===== config.mk =====
export PLATFORM = sky130hd
export DESIGN_NAME = mem_access_stage
export DESIGN_NICKNAME = d
export VERILOG_FILES = /design/src/rtl/mem_access_stage.sv
export SDC_FILE = /design/constraint.sdc
export NUM_CORES = 1
export LEC_CHECK = 0
export ABC_AREA = 1
export BUFFER_PORTS_ARGS = -buffer_cell sky130_fd_sc_hd__buf_2
export CAP_MARGIN = 30
export CORE_MARGIN = 10
export CORE_UTILIZATION = 43
export DETAILED_ROUTE_END_ITERATION = 16
export PLACE_DENSITY = 0.73
export SLEW_MARGIN = 20
export SYNTH_ARGS = -nofsm -noshare
export SYNTH_HDL_FRONTEND = slang
export SYNTH_SLANG_ARGS = --single-unit

===== constraint.sdc =====
create_clock -name clk -period 1.3 [get_ports clk]
set_input_delay 0.26 -clock clk [delete_from_list [all_inputs] [get_ports clk]]
set_output_delay 0.26 -clock clk [all_outputs]
set_load 0.01 [all_outputs]

===== src/rtl/mem_access_stage.sv =====
// EX/MEM pipeline register and data-memory req/ack access controller.
// Optional: define MEM_ALIGN_CHECK_EN to reject misaligned lw/sw with bus_err.
module mem_access_stage #(
   parameter int unsigned WAIT_LIMIT = 15
) (
   input  logic        clk,
   input  logic        rst_n,
   input  logic        ex_valid,
   output logic        ex_ready,
   input  logic [31:0] ex_aluout,
   input  logic [31:0] ex_busB,
   input  logic [29:0] ex_btarg,
   input  logic        ex_zero,
   input  logic        ex_overflow,
   input  logic [4:0]  ex_rw,
   input  logic        ex_regwr,
   input  logic        ex_memwr,
   input  logic        ex_memtoreg,
   input  logic        ex_branch,
   output logic        dmem_req,
   output logic        dmem_we,
   output logic [31:0] dmem_addr,
   output logic [31:0] dmem_wdata,
   input  logic        dmem_ack,
   input  logic [31:0] dmem_rdata,
   output logic        wb_valid,
   output logic        wb_regwr,
   output logic [4:0]  wb_rw,
   output logic [31:0] wb_data,
   output logic        br_taken,
   output logic [29:0] br_target,
   output logic        exc_ovf,
   output logic        bus_err
);

   typedef enum logic {IDLE, ACCESS} state_t;

   localparam logic [7:0] LIMIT_M1 = 8'(WAIT_LIMIT - 1);

   state_t      state_q, state_d;
   logic [7:0]  wcnt_q, wcnt_d;
   logic        req_q, req_d;
   logic        we_q, we_d;
   logic [31:0] addr_q, addr_d;
   logic [31:0] wdata_q, wdata_d;
   logic [4:0]  pend_rw_q, pend_rw_d;
   logic        pend_regwr_q, pend_regwr_d;
   logic        pend_exc_q, pend_exc_d;
   logic        wb_valid_q, wb_valid_d;
   logic        wb_regwr_q, wb_regwr_d;
   logic [4:0]  wb_rw_q, wb_rw_d;
   logic [31:0] wb_data_q, wb_data_d;
   logic        br_taken_q, br_taken_d;
   logic [29:0] br_target_q, br_target_d;
   logic        exc_ovf_q, exc_ovf_d;
   logic        bus_err_q, bus_err_d;

   logic accept;
   logic is_mem;
   logic regwr_ok;
   logic misalign;

   assign ex_ready = (state_q == IDLE);
   assign accept   = ex_valid & ex_ready;
   assign is_mem   = ex_memwr | ex_memtoreg;
   assign regwr_ok = ex_regwr & ~ex_overflow & (ex_rw != 5'd0);

`ifdef MEM_ALIGN_CHECK_EN
   assign misalign = is_mem & (ex_aluout[1:0] != 2'b00);
`else
   assign misalign = 1'b0;
`endif

   always_comb begin
      state_d      = state_q;
      wcnt_d       = wcnt_q;
      req_d        = req_q;
      we_d         = we_q;
      addr_d       = addr_q;
      wdata_d      = wdata_q;
      pend_rw_d    = pend_rw_q;
      pend_regwr_d = pend_regwr_q;
      pend_exc_d   = pend_exc_q;
      wb_valid_d   = 1'b0;
      wb_regwr_d   = 1'b0;
      wb_rw_d      = wb_rw_q;
      wb_data_d    = wb_data_q;
      br_taken_d   = 1'b0;
      br_target_d  = br_target_q;
      exc_ovf_d    = 1'b0;
      bus_err_d    = 1'b0;

      unique case (state_q)
         IDLE: begin
            if (accept) begin
               br_taken_d  = ex_branch & ex_zero;
               br_target_d = ex_btarg;
               if (is_mem && !misalign) begin
                  state_d      = ACCESS;
                  wcnt_d       = 8'd0;
                  req_d        = 1'b1;
                  we_d         = ex_memwr;
                  addr_d       = ex_aluout;
                  wdata_d      = ex_busB;
                  pend_rw_d    = ex_rw;
                  // memwr wins when both memory controls are set
                  pend_regwr_d = regwr_ok & ~ex_memwr;
                  pend_exc_d   = ex_overflow & ex_regwr;
               end else begin
                  wb_valid_d = 1'b1;
                  wb_rw_d    = ex_rw;
                  exc_ovf_d  = ex_overflow & ex_regwr;
                  if (misalign) begin
                     bus_err_d = 1'b1;
                  end else begin
                     wb_data_d  = ex_aluout;
                     wb_regwr_d = regwr_ok;
                  end
               end
            end
         end
         ACCESS: begin
            if (dmem_ack) begin
               state_d    = IDLE;
               req_d      = 1'b0;
               wb_valid_d = 1'b1;
               wb_rw_d    = pend_rw_q;
               wb_regwr_d = pend_regwr_q;
               exc_ovf_d  = pend_exc_q;
               if (!we_q) begin
                  wb_data_d = dmem_rdata;
               end
            end else if (wcnt_q == LIMIT_M1) begin
               state_d    = IDLE;
               req_d      = 1'b0;
               wcnt_d     = wcnt_q + 8'd1;
               wb_valid_d = 1'b1;
               wb_rw_d    = pend_rw_q;
               exc_ovf_d  = pend_exc_q;
               bus_err_d  = 1'b1;
            end else begin
               wcnt_d = wcnt_q + 8'd1;
            end
         end
      endcase
   end

   always_ff @(posedge clk or negedge rst_n) begin
      if (!rst_n) begin
         state_q      <= IDLE;
         wcnt_q       <= 8'd0;
         req_q        <= 1'b0;
         we_q         <= 1'b0;
         addr_q       <= 32'd0;
         wdata_q      <= 32'd0;
         pend_rw_q    <= 5'd0;
         pend_regwr_q <= 1'b0;
         pend_exc_q   <= 1'b0;
         wb_valid_q   <= 1'b0;
         wb_regwr_q   <= 1'b0;
         wb_rw_q      <= 5'd0;
         wb_data_q    <= 32'd0;
         br_taken_q   <= 1'b0;
         br_target_q  <= 30'd0;
         exc_ovf_q    <= 1'b0;
         bus_err_q    <= 1'b0;
      end else begin
         state_q      <= state_d;
         wcnt_q       <= wcnt_d;
         req_q        <= req_d;
         we_q         <= we_d;
         addr_q       <= addr_d;
         wdata_q      <= wdata_d;
         pend_rw_q    <= pend_rw_d;
         pend_regwr_q <= pend_regwr_d;
         pend_exc_q   <= pend_exc_d;
         wb_valid_q   <= wb_valid_d;
         wb_regwr_q   <= wb_regwr_d;
         wb_rw_q      <= wb_rw_d;
         wb_data_q    <= wb_data_d;
         br_taken_q   <= br_taken_d;
         br_target_q  <= br_target_d;
         exc_ovf_q    <= exc_ovf_d;
         bus_err_q    <= bus_err_d;
      end
   end

   assign dmem_req   = req_q;
   assign dmem_we    = we_q;
   assign dmem_addr  = addr_q;
   assign dmem_wdata = wdata_q;
   assign wb_valid   = wb_valid_q;
   assign wb_regwr   = wb_regwr_q;
   assign wb_rw      = wb_rw_q;
   assign wb_data    = wb_data_q;
   assign br_taken   = br_taken_q;
   assign br_target  = br_target_q;
   assign exc_ovf    = exc_ovf_q;
   assign bus_err    = bus_err_q;

endmodule


# Yosys cells after proc, flatten, opt, wreduce, memory -nomap -nowiden
# Index checks and enable logic that the tools add are counted.
[totals]
inputBits = 141
output_inout_bits = 139
wordCells = 85
reg_bits = 154
[classes]
reduce_logical = 7
muxes = 42
n_addsub = 1
bitwise = 10
eq_ne = 8
[ops]
columns = ["cell", "n"]
rows = [
  ["2-to-1 mux 32 bit", 4],
  ["case mux 32 bit (2 select lines)", 1],
  ["2-to-1 mux 8 bit", 3],
  ["2-to-1 mux 1 bit", 22],
  ["2-to-1 mux 5 bit", 4],
  ["case mux 8 bit (2 select lines)", 1],
  ["case mux 1 bit (2 select lines)", 6],
  ["AND reduction 3 bit", 4],
  ["case mux 5 bit (2 select lines)", 1],
  ["adder 8 x 1 -> 8 bit, second input constant", 1],
  ["== test 8 x 4 -> 1 bit, second input constant", 1],
  ["inequality test 2 bit, second input constant", 4],
  ["bitwise AND 1 bit", 6],
  ["nonzero test 5 bit", 1],
  ["inequality test 2 x 1 -> 1 bit, second input constant", 2],
  ["AND reduction 4 bit", 1],
  ["inequality test 3 x 2 -> 1 bit, second input constant", 1],
  ["NOT 1 bit", 3],
  ["AND reduction 2 bit", 1],
  ["OR 1 bit", 1],
]

# Longest topological paths before layout
# Gate-level depths: netlist of the first run.
[logic_depth]
depth_word = 6
mapped_depth = 9
depth_no_buf = 8

# Least setup slack after synthesis of the first run
# No wires, ideal clock.
[synth_path]
path_kind = "register to register"
start = "register wcnt_q[0]"
end = "register wb_rw_q[0], in the netlist wb_rw[0]"
n_path_buf = 0
period_less_slack_ns = 1.391
path_stages_with_launch = 8
slack_ns = -0.091
required_time_ns = 1.183
setup_ns = 0.117
t_arrival_ns = 1.274
cell_sequence = "dfrtp_1 inv_1 ha_1 nand3_1 o21ai_2 nand2_1 nand2_1 nand2_1"
[synth_between]
elab_chain_len = 3
[synth_lines]
columns = ["element", "line_no", "source"]
rows = [
  ["start: declaration", "41", "logic [7:0] wcnt_q, wcnt_d;"],
  ["start signal: assignment", "169", "wcnt_q <= wcnt_d;"],
  ["== test 8 x 4 -> 1 bit", "133", "end else if (wcnt_q == LIMIT_M1) begin"],
  ["inequality test 3 x 2 -> 1 bit (no source line)", "--", ""],
  ["AND reduction 3 bit (no source line)", "--", ""],
  ["end signal: assignment", "179", "wb_rw_q <= wb_rw_d;"],
  ["end: declaration", "51", "logic [4:0] wb_rw_q, wb_rw_d;"],
]
# No other way between the ends.
# A chain may end at the register's enable or synchronous reset.

# Final worst setup path of the first run
[layout_path]
start = "register state_q"
end = "register wb_data_q[31], in the netlist wb_data[31]"
[layout_between]
elab_chain_len = 4
elab_cells_between_ends = 8
cone_classes = "4 x eq/ne; 1 x mux; 2 x bitwise; 1 x reduce/logical"
[layout_lines]
columns = ["element", "line_no", "source"]
rows = [
  ["start: declaration", "40", "state_t state_q, state_d;"],
  ["start signal: assignment", "168", "state_q <= state_d;"],
  ["NOT 1 bit (no source line)", "--", ""],
  ["bitwise AND 1 bit", "64", "assign accept = ex_valid & ex_ready;"],
  ["inequality test 2 x 1 -> 1 bit (no source line)", "--", ""],
  ["AND reduction 4 bit (no source line)", "--", ""],
  ["end signal: assignment", "180", "wb_data_q <= wb_data_d;"],
  ["end: declaration", "52", "logic [31:0] wb_data_q, wb_data_d;"],
]
# Several ways; a longest one is shown, not always the timed one.

==> results of run 1 <==
cell type report:
type	instances	area, µm²
Sequential cell	154	3860
Clock buffer	19	443
Tap cell	184	230
Inverter	52	213
Antenna cell	1	2.50
Fill cell	1167	4650
Multi-Input combinational cell	499	2650
Clock inverter	13	143
Timing Repair Buffer	342	2340
power groups by stage:
stage | Combinational [W] | Sequential (W) | Clock [W]
2_1_floorplan | 0.00150 | 0.00712 | 0
3_3_place_gp | 0.00410 | 0.00658 | 0
3_5_place_dp | 0.00421 | 0.00659 | 0
4_1_cts | 0.00480 | 0.00665 | 0.00502
5_1_grt | 0.00576 | 0.00691 | 0.00521
6_report | 0.00529 | 0.00678 | 0.00496
tightest hold or removal path, stage by stage:
cell	delay [ns]
buf_2	0.07
nand2_1	0.04
nand2_1	0.04
what timing repair did:
action                                  4_1_cts  5_1_grt
endpoints found under the setup margin       45      151
endpoints found under the hold margin        31        0
pin swaps                                     5        9
gates resized for setup                      79      120
hold buffers                                  1        0
buffers inserted                              9        3
gates cloned                                  8        6
final timing paths:
kind                             endpoint  cells past startpoint
setup / recovery              wb_data[31]                      8
min in group asynchronous   dmem_addr[15]                      2
max in group asynchronous     wb_data[31]                      3
setup reg to reg              wb_data[31]                      8
hold reg to reg             br_target[16]                      2
hold / removal             dmem_wdata[14]                      3
cells in the mapped netlist (all sizes together):
cell / count / area share
nand3: 13 / 0.010
xor2: 1 / 0.0014
nor3: 2 / 0.0016
buf: 21 / 0.023
o21bai: 1 / 0.0012
inv: 52 / 0.031
nand4: 4 / 0.0039
a21oi: 34 / 0.027
dfrtp: 154 / 0.60
clkbuf: 15 / 0.0088
ha: 2 / 0.0039
nor2: 48 / 0.032
nand2: 308 / 0.18
o21ai: 84 / 0.068
and3: 1 / 0.00098
cell families after synthesis:
family          count (synthesis)  synth area share
simple gates                  376             0.231
flops                         154             0.605
compound gates                119            0.0962
buf+inv                        88            0.0626
fa+ha+maj                       2           0.00393
xor+xnor                        1           0.00137
state kept, by name, summed over array words and instances (netlist names), 5 cells and up:
name / flops
br_target: 30
dmem_addr: 32
dmem_wdata: 32
pend_rw_q: 5
wb_data: 32
wb_rw: 5
wcnt_q: 8
per-layer routing:
| layer | part of all wire | global-route usage |
|---|---|---|
| met5 | 0 | 0 |
| met4 | 0.019 | 0.0758 |
| met3 | 0.071 | 0.0674 |
| met2 | 0.53 | 0.340 |
| met1 | 0.38 | 0.228 |
metrics by stage:
stage	power, W	setup slack [ns]	setup TNS, ns	cell area (µm²)	cells
floorplan	0.00862	0.0109	0	6390	740
detailed placement	0.0108	-0.139	-3.16	8240	1205
global placement	0.0107	-0.0320	-0.866	8240	1205
finish	0.0170	-0.158	-11.04	9880	1264
CTS	0.0165	-0.0944	-8.35	9370	1254
global route	0.0179	-0.198	-17.16	9880	1264
placed cells by master (no fill, tap or decap), types with 6 or more instances in the layout:
| cell type | instances |
|---|---|
| a21oi_1 | 7 |
| clkbuf_16 | 20 |
| buf_12 | 15 |
| nor2_1 | 16 |
| nand3_1 | 12 |
| nand2_4 | 6 |
| o21ai_2 | 6 |
| buf_6 | 13 |
| inv_1 | 47 |
| a21oi_2 | 27 |
| nand2_2 | 24 |
| buf_2 | 277 |
| dfrtp_1 | 152 |
| nand2_1 | 276 |
| o21ai_1 | 25 |
| nor2_4 | 28 |
| o21ai_0 | 51 |
| buf_4 | 23 |
==> metrics.md, run 1 <==
| Metric | Value |
|---|---|
| Maximum clock insertion buffer count | 2 |
| Mean post-synth cell area | 8.61 µm² |
| Crit-path cells | buf_6 -> nor2_8 -> nand2_4 -> o21ai_4 -> buf_12 -> buf_8 -> nor2_1 -> a21oi_1 |
| Die ar. | 20100 µm² |
| CTS tree | built |
| # setup viols final | 133 |
| Static Leak | 5.27 nW |
| Failing checks | negative setup slack |
| Max-Cap Viols | 0 |
| DRC errors left | 0 |
| Flops & latches, synth | 154 |
| Syn Std Cell Area | 6370 µm² |
| Sw frac | 0.340 |
| Layout cells sized above 1 | 0.448 |
| Fmax | 686 MHz |
| NetSw | 0.00579 W |
| CP max FO | 9 |
| Layout area overhead | 55.1% |
| Final WS setup | -0.158 ns |
| First-pass DRT Iterations | 5 |
| Global-route wire length before repair | 32100 µm |
| Tmin final | 1.46 ns |
| Post-Synthesis Cells | 740 |
| Largest net degree at the start of global routing | 40 |
| Clock sink count | 154 |
| Pwr dens | 1720 nW/µm² |
| I/O pin count | 280 |
| Via Count | 6258 |
| Post-route core utilization | 0.680 |
| Root Buffer | clkbuf_16 |
| Count of final hold-check violations | 0 |
| Arrival @ worst endpoint | 1.79 ns |
| DR WL/cell | 17.4 µm |
| Req. time, crit path | 1.63 ns |
| Iter 0 DRT Violations | 481 |
| Worst hold slack | 0.0249 ns |
| Distinct cells, synth | 24 |
| Die Span Y | 142 µm |
| CP Capture Type | register |
| Antenna viol nets, final | 0 |
| Relative slew slack | 0.712 |
| DP HPWL | 14600 µm |
| Detailed Route WL | 22000 µm |
| Crit Path Class | register to register |
| Buffers plus inverters on the worst setup path | 3 |
| Worst-margin pin slew | 0.431 ns |
| Starting Density | 0.438 |
| Logic pwr share | 0.311 |
| Htree depth | 4 |
| Worst-skew pair later-pin latency | 0.43 ns |
| Clock network power share | 0.291 |
| Fin Clk Skew | 0.00854 ns |
| Crit-path max cell delay | 0.44 ns |
| Port buffer count | 279 |
| Core footprint | 14500 µm² |
| CP Launch Type | register |
| Register area share after synthesis | 0.605 |
| Sequential share of power | 0.398 |
| Worst path slowest cell | dfrtp_2 |
| Yosys Warn Count | 0 |
| Fin crit share | 1.12 |
| Reg2Reg Setup Slack | -0.16 ns |
| R2R Path Start | state_q |
| Unrepaired setup endpoints after global routing | true |
| Hold crit path type | input port to register |
| CP top delay family | buffers and inverters |
| Die X | 142 µm |
| CP startpoint | state_q |
| GPL Wtd Cong | 0.851 |
| Total CTS buffers | 17 |
| # rows | 44 |
| Total grt overflow | 0 |
| Gr usage total | 0.200 |
| Status | finished, violations left |
| Final net count | 1209 |
| Net Count, Synth | 883 |
| Max Slew Vio Count | 0 |
| Hold path startpoint | ex_busB[14] |
| Initial antenna violation count | 2 |
| Reg clk slew, reported paths | 0.06 ns |
| Worst VDD drop | 1050 µV |
| Vias per cell | 4.95 |
| Internal Power | 0.0112 W |
| Number of global-route vias before repair | 6241 |
Power figures use the tool's default switching activity.
==> inputs of run 2 (changes only) <==
Settings changed: MAX_ROUTING_LAYER set to met4.
==> run 2 against run 1 <==
The run still ends with negative setup slack left; non-clock buffer count is the same; wire length increased by 0.37%; largest cell class unchanged; critical path depth unchanged; critical endpoint unchanged; sequential power about the same; fmax up 0.27%; core utilization grew 0.052 points; clock skew is 0.0013 ns lower; cell count is essentially flat; global-route usage up 0.56 points; die area stayed put; flip-flop and latch count is the same.
==> metrics.md, run 2 (synthesis gave the netlist of run 1 again) <==
| Metric | Value |
|---|---|
| Status | finished, violations left |
| Failing checks | negative setup slack |
| Pwr dens | 1720 nW/µm² |
| Fin Clk Skew | 0.00722 ns |
| Worst-skew pair later-pin latency | 0.43 ns |
| Total power | 0.0170 W |
| Crit Path Class | register to register |
| Starting Density | 0.438 |
| Die X | 142 µm |
| Vias per cell | 4.94 |
| # setup viols final | 133 |
| Gr usage total | 0.206 |
| DP Worst Slack | -0.139 ns |
| Most common cell after layout, fill and taps aside | buf_2 |
| Worst hold slack | 0.0228 ns |
| Unrepaired setup endpoints after global routing | true |
| CP max FO | 9 |
| Req. time, crit path | 1.63 ns |
| DRC errors left | 0 |
| GPL Wtd Cong | 0.864 |
| Post-route core utilization | 0.681 |
| Total CTS buffers | 17 |
| Worst-margin pin slew | 0.434 ns |
| Layout cells sized above 1 | 0.449 |
| Layout area overhead | 55.3% |
| Arrival @ worst endpoint | 1.79 ns |
| Htree depth | 4 |
| Layout Cell Area excl Fill | 9890 µm² |
| Maximum clock insertion buffer count | 2 |
| Hold crit path type | input port to register |
| Max-Cap Viols | 0 |
| Iter 0 DRT Violations | 464 |
| Tmin final | 1.45 ns |
| DR WL/cell | 17.4 µm |
| CP Launch Type | register |
| Global-route wire length before repair | 32100 µm |
| Largest net degree at the start of global routing | 40 |
| Fill count | 1167 |
| First-pass DRT Iterations | 5 |
| DP HPWL | 14600 µm |
| Die ar. | 20100 µm² |
| Via Count | 6244 |
| Final net count | 1209 |
| Max Slew Vio Count | 0 |
| Most frequent cells in the layout | buf_2 (277), nand2_1 (274), dfrtp_1 (152) |
| NetSw | 0.00581 W |
| Internal Power | 0.0112 W |
| Fin crit share | 1.12 |
| Fmax | 688 MHz |
| Clock sink count | 154 |
| # rows | 44 |
| Sequential share of power | 0.398 |
| Clock network power share | 0.291 |
| Logic pwr share | 0.311 |
| CP Capture Type | register |
| Antenna viol nets, final | 0 |
| Final WS setup | -0.154 ns |
| Relative slew slack | 0.710 |
| Port buffer count | 279 |
| Die Span Y | 142 µm |
| Count of final hold-check violations | 0 |
| Reg clk slew, reported paths | 0.06 ns |
| Total grt overflow | 0 |
| Static Leak | 5.27 nW |
| Worst VDD drop | 1050 µV |
| Root Buffer | clkbuf_16 |
| Initial antenna violation count | 2 |
| Dpl cell area | 8240 µm² |
| Detailed Route WL | 22100 µm |
| Number of global-route vias before repair | 6261 |
| CTS tree | built |
| Core footprint | 14500 µm² |
| Sw frac | 0.341 |
| I/O pin count | 280 |
run 2: power groups by stage:
stage / clock network [W] / logic (W) / registers (W)
after global routing: 0.00521 / 0.00576 / 0.00692
after detailed placement: 0 / 0.00421 / 0.00659
after CTS: 0.00502 / 0.00480 / 0.00665
after floorplan: 0 / 0.00150 / 0.00712
after global placement: 0 / 0.00410 / 0.00658
final: 0.00496 / 0.00530 / 0.00679
run 2: routing by layer:
layer / part of all wire / global-route usage / vias up
met4: 0.019 / 0.0791 / 0
met2: 0.53 / 0.340 / 255
met1: 0.39 / 0.239 / 2982
met3: 0.058 / 0.0497 / 32
met5: 0 / - / -
li1: - / - / 2975
run 2: final timing paths:
kind | slack [ns] | end | cells after the start | from
max | -0.15 | wb_data[31] | 8 | state_q
min reg2reg | 0.47 | br_target[16] | 2 | br_target[16]
min in group asynchronous | 0.31 | dmem_addr[15] | 2 | rst_n
min | 0.02 | dmem_wdata[14] | 3 | ex_busB[14]
max in group asynchronous | 0.47 | wb_data[31] | 3 | rst_n
max reg2reg | -0.15 | wb_data[31] | 8 | state_q
run 2: worst max-delay path: stages, from the launching register on:
cell,delay (ns)
dfrtp_2,0.44
buf_6,0.14
nor2_8,0.10
nand2_4,0.07
o21ai_4,0.07
buf_12,0.19
buf_8,0.14
nor2_1,0.04
a21oi_1,0.16
run 2: cell type report:
| cell class | count | area [µm²] | area share |
|---|---|---|---|
| inverter | 52 | 213 | 0.0215 |
| tap | 184 | 230 | 0.0233 |
| sequential | 154 | 3860 | 0.390 |
| antenna | 2 | 5.00 | 0.000506 |
| multi-input combinational | 499 | 2660 | 0.269 |
| clock inverter | 13 | 143 | 0.0144 |
| timing repair buffer | 342 | 2340 | 0.237 |
| clock buffer | 19 | 443 | 0.0448 |
run 2: timing repair:
action                                 4_1_cts  5_1_grt
endpoints found under the hold margin       31        0
resized for setup                           79      122
buffers inserted                             9        3
hold buffers                                 1        0
setup endpoints to repair                   45      151
gates cloned                                 8        6
pin swaps                                    5        9
run 2: metrics by stage:
stage	setup TNS [ns]	cells
after floorplan	0	740
after global placement	-0.866	1205
after global routing	-17.09	1265
final	-10.94	1265
after CTS	-8.35	1254
after detailed placement	-3.16	1205
